$ cat config.mk
export PLATFORM = sky130hd
export DESIGN_NAME = hazard_stall_controller
export DESIGN_NICKNAME = d
export VERILOG_FILES = /design/src/rtl/hazard_stall_controller.sv
export SDC_FILE = /design/constraint.sdc
export NUM_CORES = 1
export LEC_CHECK = 0
export BUFFER_PORTS_ARGS = -buffer_cell sky130_fd_sc_hd__clkbuf_2
export CAP_MARGIN = 20
export CORE_UTILIZATION = 45
export DETAILED_ROUTE_END_ITERATION = 8
export PLACE_DENSITY = 0.73
export SLEW_MARGIN = 20
export SYNTH_ARGS = -nofsm -noshare
export SYNTH_HDL_FRONTEND = slang
export SYNTH_SLANG_ARGS = --single-unit
$ cat constraint.sdc
create_clock -name clk -period 3.45 [get_ports clk]
set_input_delay 0.1725 -clock clk [delete_from_list [all_inputs] [get_ports clk]]
set_output_delay 0.1725 -clock clk [all_outputs]
set_load 0.02 [all_outputs]
$ cat src/rtl/hazard_stall_controller.sv
`default_nettype none
// ============================================================================
// Module   : hazard_stall_controller
// Purpose  : 5-stage pipeline sequencer. Handles load-use stalls, branch
//            flushes, memory freezes and the interrupt entry sequence.
// Revision : 1.0
// ============================================================================
module hazard_stall_controller #(
    parameter int ADDR_W       = 3,
    parameter int LOAD_STALL   = 1,
    parameter int DRAIN_CYCLES = 3,
    parameter int INT_CYCLES   = 2
) (
    input  logic              clk,
    input  logic              rst,
    input  logic [ADDR_W-1:0] id_rsrc_addr,
    input  logic [ADDR_W-1:0] id_rdst_addr,
    input  logic              id_uses_rsrc,
    input  logic              id_uses_rdst,
    input  logic [ADDR_W-1:0] ex_rdst_addr,
    input  logic              ex_mem_read,
    input  logic              ex_reg_write,
    input  logic              ex_branch_taken,
    input  logic              mem_busy,
    input  logic              int_req,
    output logic              pc_write_en,
    output logic              ifid_write_en,
    output logic              ifid_flush,
    output logic              idex_bubble,
    output logic              int_save_en,
    output logic              pc_sel_vector,
    output logic              int_ack,
    output logic [2:0]        state_dbg,
    output logic [15:0]       stall_cycles
);

    localparam int C_MAX_A = (LOAD_STALL > DRAIN_CYCLES) ? LOAD_STALL : DRAIN_CYCLES;
    localparam int C_MAX   = (C_MAX_A > INT_CYCLES) ? C_MAX_A : INT_CYCLES;
    localparam int CNT_W   = (C_MAX <= 2) ? 1 : $clog2(C_MAX);

    localparam logic [CNT_W-1:0] C_LD_INIT  = CNT_W'((LOAD_STALL > 1) ? LOAD_STALL - 2 : 0);
    localparam logic [CNT_W-1:0] C_DR_INIT  = CNT_W'(DRAIN_CYCLES - 1);
    localparam logic [CNT_W-1:0] C_INT_INIT = CNT_W'(INT_CYCLES - 1);

    typedef enum logic [2:0] {
        S_RUN       = 3'd0,
        S_LOAD_WAIT = 3'd1,
        S_INT_DRAIN = 3'd2,
        S_INT_SAVE  = 3'd3,
        S_INT_VEC   = 3'd4
    } state_t;

    state_t           r_state;
    state_t           w_next_state;
    logic [CNT_W-1:0] r_cnt;
    logic [CNT_W-1:0] w_next_cnt;
    logic [15:0]      r_stall;
    logic             w_load_use;
    logic             w_cnt_zero;

    assign w_load_use = ex_mem_read & ex_reg_write &
                        ((id_uses_rsrc & (id_rsrc_addr == ex_rdst_addr)) |
                         (id_uses_rdst & (id_rdst_addr == ex_rdst_addr)));
    assign w_cnt_zero = (r_cnt == '0);

    always_comb begin
        pc_write_en   = 1'b1;
        ifid_write_en = 1'b1;
        ifid_flush    = 1'b0;
        idex_bubble   = 1'b0;
        int_save_en   = 1'b0;
        pc_sel_vector = 1'b0;
        int_ack       = 1'b0;
        w_next_state  = r_state;
        w_next_cnt    = r_cnt;
        if (rst) begin
            pc_write_en   = 1'b0;
            ifid_write_en = 1'b0;
            ifid_flush    = 1'b1;
            idex_bubble   = 1'b1;
        end else if (mem_busy) begin
            // Whole pipe frozen: nothing moves, sequence position is held.
            pc_write_en   = 1'b0;
            ifid_write_en = 1'b0;
        end else begin
            case (r_state)
                S_RUN: begin
                    if (ex_branch_taken) begin
                        ifid_flush  = 1'b1;
                        idex_bubble = 1'b1;
                    end else if (w_load_use) begin
                        pc_write_en   = 1'b0;
                        ifid_write_en = 1'b0;
                        idex_bubble   = 1'b1;
                        if (LOAD_STALL > 1) begin
                            w_next_cnt   = C_LD_INIT;
                            w_next_state = S_LOAD_WAIT;
                        end
                    end else if (int_req) begin
                        w_next_cnt   = C_DR_INIT;
                        w_next_state = S_INT_DRAIN;
                    end
                end
                S_LOAD_WAIT: begin
                    pc_write_en   = 1'b0;
                    ifid_write_en = 1'b0;
                    idex_bubble   = 1'b1;
                    w_next_cnt    = r_cnt - CNT_W'(1);
                    if (w_cnt_zero) w_next_state = S_RUN;
                end
                S_INT_DRAIN: begin
                    // A branch resolving while draining redirects the PC so the saved PC is the target.
                    pc_write_en   = ex_branch_taken;
                    ifid_write_en = 1'b0;
                    ifid_flush    = 1'b1;
                    idex_bubble   = 1'b1;
                    w_next_cnt    = r_cnt - CNT_W'(1);
                    if (w_cnt_zero) begin
                        w_next_cnt   = C_INT_INIT;
                        w_next_state = S_INT_SAVE;
                    end
                end
                S_INT_SAVE: begin
                    int_save_en   = 1'b1;
                    pc_write_en   = 1'b0;
                    ifid_write_en = 1'b0;
                    ifid_flush    = 1'b1;
                    idex_bubble   = 1'b1;
                    w_next_cnt    = r_cnt - CNT_W'(1);
                    if (w_cnt_zero) w_next_state = S_INT_VEC;
                end
                S_INT_VEC: begin
                    pc_sel_vector = 1'b1;
                    int_ack       = 1'b1;
                    ifid_write_en = 1'b0;
                    ifid_flush    = 1'b1;
                    idex_bubble   = 1'b1;
                    w_next_state  = S_RUN;
                end
                default: begin
                    w_next_state = S_RUN;
                    w_next_cnt   = '0;
                end
            endcase
        end
    end

    always_ff @(posedge clk or posedge rst) begin
        if (rst) begin
            r_state <= S_RUN;
            r_cnt   <= '0;
            r_stall <= 16'd0;
        end else begin
            r_state <= w_next_state;
            r_cnt   <= w_next_cnt;
            if (!pc_write_en && (r_stall != 16'hFFFF)) r_stall <= r_stall + 16'd1;
        end
    end

    assign state_dbg    = r_state;
    assign stall_cycles = r_stall;

endmodule
`default_nettype wire
==> flow_summary.yaml, run 1 <==
yosys:
  postSynthNetCount: 160
  synth_seq_area_share_pct: 40.7
  synth_edf_count: 0
  synth_top_area_cell: "dfrtp_1"
  synthDistinctLibCells: 35
  synth_warnings: 0
  mappedNetlistArea_um2: 1290
  async_flop_share_pct: 100
  syn_area_per_cell_um2: 9.28
  synth.top_cells.by_area: "dfrtp_1, xnor2_1, nand4_1"
  post_synthesis_register_bit_count: 21
  synth_top_area_share_pct: 40.7
  ys_dominant_reg_cell: "dfrtp_1"
  post_synth_inst_count: 139
routing:
  drt_drc_violations_left: 0
  drtPass1Iterations: 4
  route.detailed.wl_per_inst_um: 13.6
  dr_total_vias: 1178
  drt_iter0_drc: 25
  drt_wl_total_um: 2840
  route.antenna.remaining_nets: 0
  route.detailed.vias_per_inst: 5.64
clocking:
  cts-htree-levels: 1
  cts_setup_buffers: 0
  hold_buffers: 0
  tritoncts_clock_tree: "yes"
  max-clock-path-buffers: 2
  root_buffer_selected_by_cts: "clkbuf_4"
  clk_latency_ps: 320
  numCtsBuffers: 3
  post_cts_resize_count: 0
  cts_num_sinks: 21
  path_clk_slew_ps: 130
pwr:
  p_leak_nw: 0.711
  p_per_area_nw_per_um2: 673
  ir_drop_mv: 0.465
worst_setup_path:
  worst-r2r-setup-slack_ps: 1520
  timing.rr.end: "stall_cycles[1]"
  worst_path_max_delay_cell: "dfrtp_1"
  critPathKind: "reg2out"
  critical_path_arrival_ps: 1930
  worstPathRequired_ps: 3280
  path_delay_family: "flip-flops"
  critPathCaptureType: "output port"
  reg2reg_from: "stall_cycles[1]"
  critical_path.cell_chain: "inv_1 -> a21oi_1 -> a21oi_1 -> o21ai_0 -> clkbuf_2"
  reg2reg_path_depth: 6
  path_depth: 5
  slowest_delay_ps: 690
  critPathMaxFanout: 16
  crit_path_start: "state_dbg[2]"
  worst-path-buf-inv: 2
  setup.worst_path.start_class: "flip-flop"
  crit_top_cell: "a21oi_1"
  timing.critical_path.to: "ifid_flush"
global_routing:
  grt_pass1_vias: 1102
  globalRouteMet2Util_pct: 31.2
  grt_first_pass_wirelength_um: 4750
  grt-busiest-layer: "met2"
  grt_util_all_layers_pct: 19.2
  grtUsageMet3_pct: 4.92
  largest_net_degree_at_the_start_of_global_routing: 24
  grt_antenna_before_repair: 0
  grt_remaining_overflow: 0
  use_met1_pct: 25.3
finish:
  seqCellArea_um2: 526
  multi_input_comb_area_um2: 696
  areaGrowthSynthToFinish_pct: 18.5
  finalCoreUtilization_pct: 55.9
  fill_cells: 250
  instances_no_fill: 209
  share_of_layout_cells_above_drive_strength_1_pct: 32.0
  num-nets-final: 200
  antennaDiodeCount: 0
sta:
  hold_viol: 0
  setup_total_negative_slack_ps: 0
  finalMaxSlewViolations: 0
  slew_headroom_pct: 44.2
  timing.hold.ws_ps: 6.19
  finalCritPeriodShare_pct: 61.0
  clock_skew_after_layout_ps: 10.1
  worst-slew-pin-transition_ps: 836
  finalSetupViolations: 0
  period_needed_ps: 2100
  max_freq_mhz: 476
  fin_ws_ps: 1350
  rsz_0062_raised_after_global_routing: "false"
floorplanning:
  rows: 19
  die_x_um: 55.5
  core-area_um2: 2730
  floorplan.io_pins: 44
  die-area_um2: 3080
  chipHeight_um: 55.5
  floorplan.initialDensity_pct: 47.2
placement:
  place.gp.congestion: 0.848
  place_inst: 205
  io_buffer_count: 43
  detailedPlace.worstSlack_ps: 1530
  post-dp-hpwl_um: 2110
run:
  maxCapViolCount: 0
run_status:
  outcome: "complete, no violations"
min_path:
  worst_hold_path_type: "in2async"
==> cells by family after synthesis <==
family,count (synthesis),share of synthesized area (%)
buf+inv,15,5.33
flops,21,40.7
simple gates,51,21.0
xor+xnor,20,13.6
fa+ha+maj,3,2.91
compound gates,26,13.8
mux,3,2.62
==> report_power, final <==
part | switching, W | total [W] | internal [W]
clock | 0.0000801 | 0.000124 | 0.0000434
sequential | 0.000121 | 0.000438 | 0.000317
combinational | 0.000271 | 0.000467 | 0.000197
total | 0.000472 | 0.00103 | 0.000557
==> area by class of cell <==
| type | instances | share of cell area [%] |
|---|---|---|
| multi-input cells | 103 | 45.5 |
| flip-flops and latches | 21 | 34.4 |
| well taps | 31 | 2.54 |
| repair buffers | 43 | 14.1 |
| inverters | 7 | 1.72 |
| clock inverters | 1 | 0.327 |
| clock buffers | 3 | 1.47 |
==> synth_stat cells (3+ instances only) <==
cell type / count
xnor2_1: 19
nor3_1: 4
nand3_1: 5
ha_1: 3
and3_1: 5
inv_1: 7
mux2_2: 3
nand4_1: 9
dfrtp_1: 21
clkbuf_1: 5
nand2_1: 13
o21ai_0: 5
nor2_1: 6
a21oi_1: 9
==> worst min path at each step <==
stage / from / end / slack (ps) / depth (start not counted)
2_1_floorplan: rst / r_cnt[0] / 160 / 1
3_3_place_gp: rst / state_dbg[2] / 370 / 2
3_5_place_dp: rst / state_dbg[2] / 380 / 2
4_1_cts: rst / state_dbg[2] / 40 / 2
5_1_grt: rst / state_dbg[2] / 70 / 2
6_report: rst / state_dbg[2] / 6 / 2
==> worst register-to-register path: stages (launching register included) <==
cell and delay, ps:
dfrtp_1 410, ha_1 180, nand3_1 140, nor2_4 180
nand3_1 110, o32a_2 500, mux2_2 310
==> sequential cells by signal, summed over array words and instances, names as in the netlist <==
| signal | flops |
|---|---|
| state_dbg | 3 |
| r_cnt | 2 |
| stall_cycles | 16 |
==> layout by cell type (no fill, tap or decap), types with 3 or more instances in the layout <==
cell type  Yosys  layout
xnor2_1       19      19
a21oi_1        9       9
nand2_1       13      13
and3_1         5       5
nand4_1        9       9
dfrtp_1       21      21
nand3_1        5       5
o21ai_0        5       5
clkbuf_2       0      43
inv_1          7       7
clkbuf_4       0       3
nor3_1         4       4
nor2_1         6       6
mux2_2         3       3
ha_1           3       3
==> per-layer routing <==
metal / wire, um / share of wire (%)
met2: 1360 / 48
met1: 1320 / 46
met3: 140 / 4.9
met5: 0 / 0
met4: 20 / 0.70
==> stage by stage <==
stage / total power [W] / cell area (um^2)
after detailed placement: 0.000907 / 1500
after global placement: 0.000884 / 1500
after global routing: 0.00111 / 1530
after floorplan: 0.000776 / 1290
final: 0.00103 / 1530
after CTS: 0.00103 / 1530
Note: power is estimated with default switching activity, not from simulation.
==> inputs of run 2 (changes only) <==
Settings changed: ABC_AREA set to 1.
Clock period 3.45 ns to 1.8 ns, I/O delays scaled along.
==> run 2 against run 1 <==
Non-clock buffer count increased by 11. Routed wire length increased by 17%. Combinational power increased to 2.9 times the previous value. Register-to-register slack got worse by 1400 ps. Critical endpoint is now pc_write_en. Total power increased by 130%. Count of clock-buffer cells in the layout unchanged. Final cell count increased by 60%.
==> flow_summary.yaml, run 2 <==
finish:
  share_of_layout_cells_above_drive_strength_1_pct: 32.2
  number_of_flip_flops_under_the_largest_register_name: 16
  mostFrequentLayoutCells: "nand2_1, clkbuf_2, inv_1, nand3_1, nor2_1"
  multi_input_comb_area_um2: 963
  fill_cells: 348
  instances_no_fill: 335
  areaGrowthSynthToFinish_pct: 22.3
  seqCellArea_um2: 528
  antennaDiodeCount: 0
  layout.cells.most_common: "nand2_1"
  num-nets-final: 311
  finalCoreUtilization_pct: 59.0
clocking:
  clk_latency_ps: 250
  root_buffer_selected_by_cts: "clkbuf_8"
  cts_num_sinks: 21
  max-clock-path-buffers: 2
  path_clk_slew_ps: 70
  numCtsBuffers: 3
  cts-htree-levels: 1
  tritoncts_clock_tree: "yes"
global_routing:
  largest_net_degree_at_the_start_of_global_routing: 22
  grt_util_all_layers_pct: 18.3
  grt_first_pass_wirelength_um: 5840
  grt_antenna_before_repair: 0
  grt_pass1_vias: 1367
  grt_remaining_overflow: 0
pwr:
  ir_drop_mv: 0.700
  fin_total_pwr_w: 0.00237
  combinationalPowerShare_pct: 56.8
  power.net_switching_w: 0.00109
  switching_share_pct: 46.1
  sequential_power_share_pct: 30.5
  p_int_w: 0.00128
  power.share.clock_pct: 12.7
  p_per_area_nw_per_um2: 1170
  p_leak_nw: 1.12
floorplanning:
  die_x_um: 62.7
  core-area_um2: 3440
  floorplan.io_pins: 44
  rows: 21
  floorplan.initialDensity_pct: 48.2
  die-area_um2: 3930
  chipHeight_um: 62.7
worst_setup_path:
  worstPathRequired_ps: 1710
  critPathCaptureType: "output port"
  worst-path-buf-inv: 4
  worst_path_max_delay_cell: "dfrtp_2"
  crit_top_cell: "inv_1"
  slowest_delay_ps: 430
  setup.worst_path.start_class: "flip-flop"
  critPathMaxFanout: 19
  critPathKind: "reg2out"
  crit_path_start: "state_dbg[0]"
  path_delay_family: "buffers and inverters"
  critical_path_arrival_ps: 1650
  reg2reg_from: "stall_cycles[0]"
  critical_path.cell_chain: "buf_4 -> nor2_2 -> nand2_2 -> inv_1 -> a21oi_1 -> nand2_4 -> nand2_8 -> inv_1 -> clkbuf_2"
routing:
  drt_wl_total_um: 3330
  route.antenna.remaining_nets: 0
  drt_drc_violations_left: 0
  drt_iter0_drc: 61
  route.detailed.vias_per_inst: 4.58
  drtPass1Iterations: 4
  route.detailed.wl_per_inst_um: 9.93
  dr_total_vias: 1534
yosys:
  synth-compound-area-share_pct: 4.37
  post_synthesis_register_bit_count: 21
  ys_dominant_reg_cell: "dfrtp_1"
  synth-xor-area-share_pct: 6.86
  syn_area_per_cell_um2: 7.06
  synthMostInstantiatedCell: "nand2_1"
  synth_top_area_share_pct: 31.7
  mappedNetlistArea_um2: 1660
  async_flop_share_pct: 100
  post_synth_and_or_nand_nor_area_fraction_pct: 44.3
  postSynthNetCount: 256
  synthDistinctLibCells: 28
  post_synth_inst_count: 235
  main_combinational_cell_family_by_area_after_synthesis: "simple AND/OR/NAND/NOR gates"
  synth.area.mux_share_pct: 0
  synth.top_cells.by_area: "dfrtp_1, nand2_1, inv_1"
  synth_seq_area_share_pct: 31.7
  synth_warnings: 0
  synth_top_area_cell: "dfrtp_1"
  yosys.area_share.adder_pct: 2.26
  ys_top_cells_by_count: "nand2_1, inv_1, nand3_1"
  synth_edf_count: 0
placement:
  io_buffer_count: 43
  place.gp.congestion: 0.933
  post-dp-hpwl_um: 2640
  place_inst: 329
run_status:
  outcome: "complete, no violations"
sta:
  max_freq_mhz: 574
  slew_headroom_pct: 73.0
  finalCritPeriodShare_pct: 96.8
  hold_viol: 0
  setup_total_negative_slack_ps: 0
  worst-slew-pin-transition_ps: 402
  finalSetupViolations: 0
  period_needed_ps: 1740
  clock_skew_after_layout_ps: 1.02
  finalMaxSlewViolations: 0
  rsz_0062_raised_after_global_routing: "true"
min_path:
  worst_hold_path_type: "in2reg"
  worst_hold_startpoint: "int_req"
run:
  maxCapViolCount: 0
==> run 2: changes by cell type in the layout (fill, tap and decap cells not counted), moves of 4 or more <==
cell     change
nand3_1     +18
xnor2_1     -15
nand2_2     +20
o21ai_0      +4
and3_1       -5
xor2_1       +8
a21oi_1      -5
nor2_1      +15
buf_4       +11
inv_1       +26
nand2_1     +50
nand4_1      -8
==> run 2: per-stage QoR <==
step,hold slack (ps),worst slack (ps),area [um^2]
global route,402,-18.7,2030
global placement,170,204,1960
floorplan,78.4,92.4,1660
finish,325,58.3,2030
CTS,322,37.1,2010
detailed placement,184,145,1960
==> run 2: cells by family (layout without fill, tap and decap cells) <==
logic type / Yosys count / after routing
DFF: 21 / 21
AOI/OAI and AO/OA: 14 / 14
buffers and inverters: 39 / 93
adders and majority gates: 3 / 3
xor gates and xnor gates: 13 / 13
and+or+nand+nor: 145 / 145
==> run 2: worst paths after layout <==
check	cells after the start	endpoint	slack, ps
hold reg to reg	2	r_cnt[1]	510
hold / removal	8	state_dbg[2]	330
setup reg to reg	7	stall_cycles[0]	150
min in group asynchronous	4	stall_cycles[2]	460
max in group asynchronous	4	state_dbg[1]	1110
setup / recovery	9	pc_write_en	60
==> run 2: final cells by class <==
type	count	share of cell area, %
Clock inverter	1	0.247
Multi-Input combinational cell	175	47.5
Timing Repair Buffer	54	14.9
Tap cell	46	2.84
Clock buffer	3	2.03
Sequential cell	21	26.0
Inverter	35	6.47
==> run 2: timing repair <==
item | in CTS | in global routing
resized for setup | 0 | 6
setup buffers | 0 | 1
hold endpoints to repair | 21 | 0
hold buffers | 1 | 0
endpoints found under the setup margin | 0 | 6
==> run 2: tightest hold or removal path: stages <==
cell and delay, ps:
clkbuf_2 80, nand2_1 60, nand2_1 50, nand2_1 50
inv_1 30, nand2_1 80, nand2_1 50, o21ai_0 60
==> run 2: power groups by stage <==
| stage | registers (W) | logic [W] | clock network (W) |
|---|---|---|---|
| finish | 0.000722 | 0.00135 | 0.000300 |
| global route | 0.000737 | 0.00150 | 0.000333 |
| CTS | 0.000723 | 0.00132 | 0.000314 |
| detailed placement | 0.000732 | 0.00132 | 0 |
| global placement | 0.000729 | 0.00129 | 0 |
| floorplan | 0.000898 | 0.000770 | 0 |
==> run 2: routing by layer <==
metal  GRT usage (%)  routed length (um)
met3            4.20                 109
met1            26.1                1700
met4            3.49                  15
met2            28.4                1500
met5               0                   0
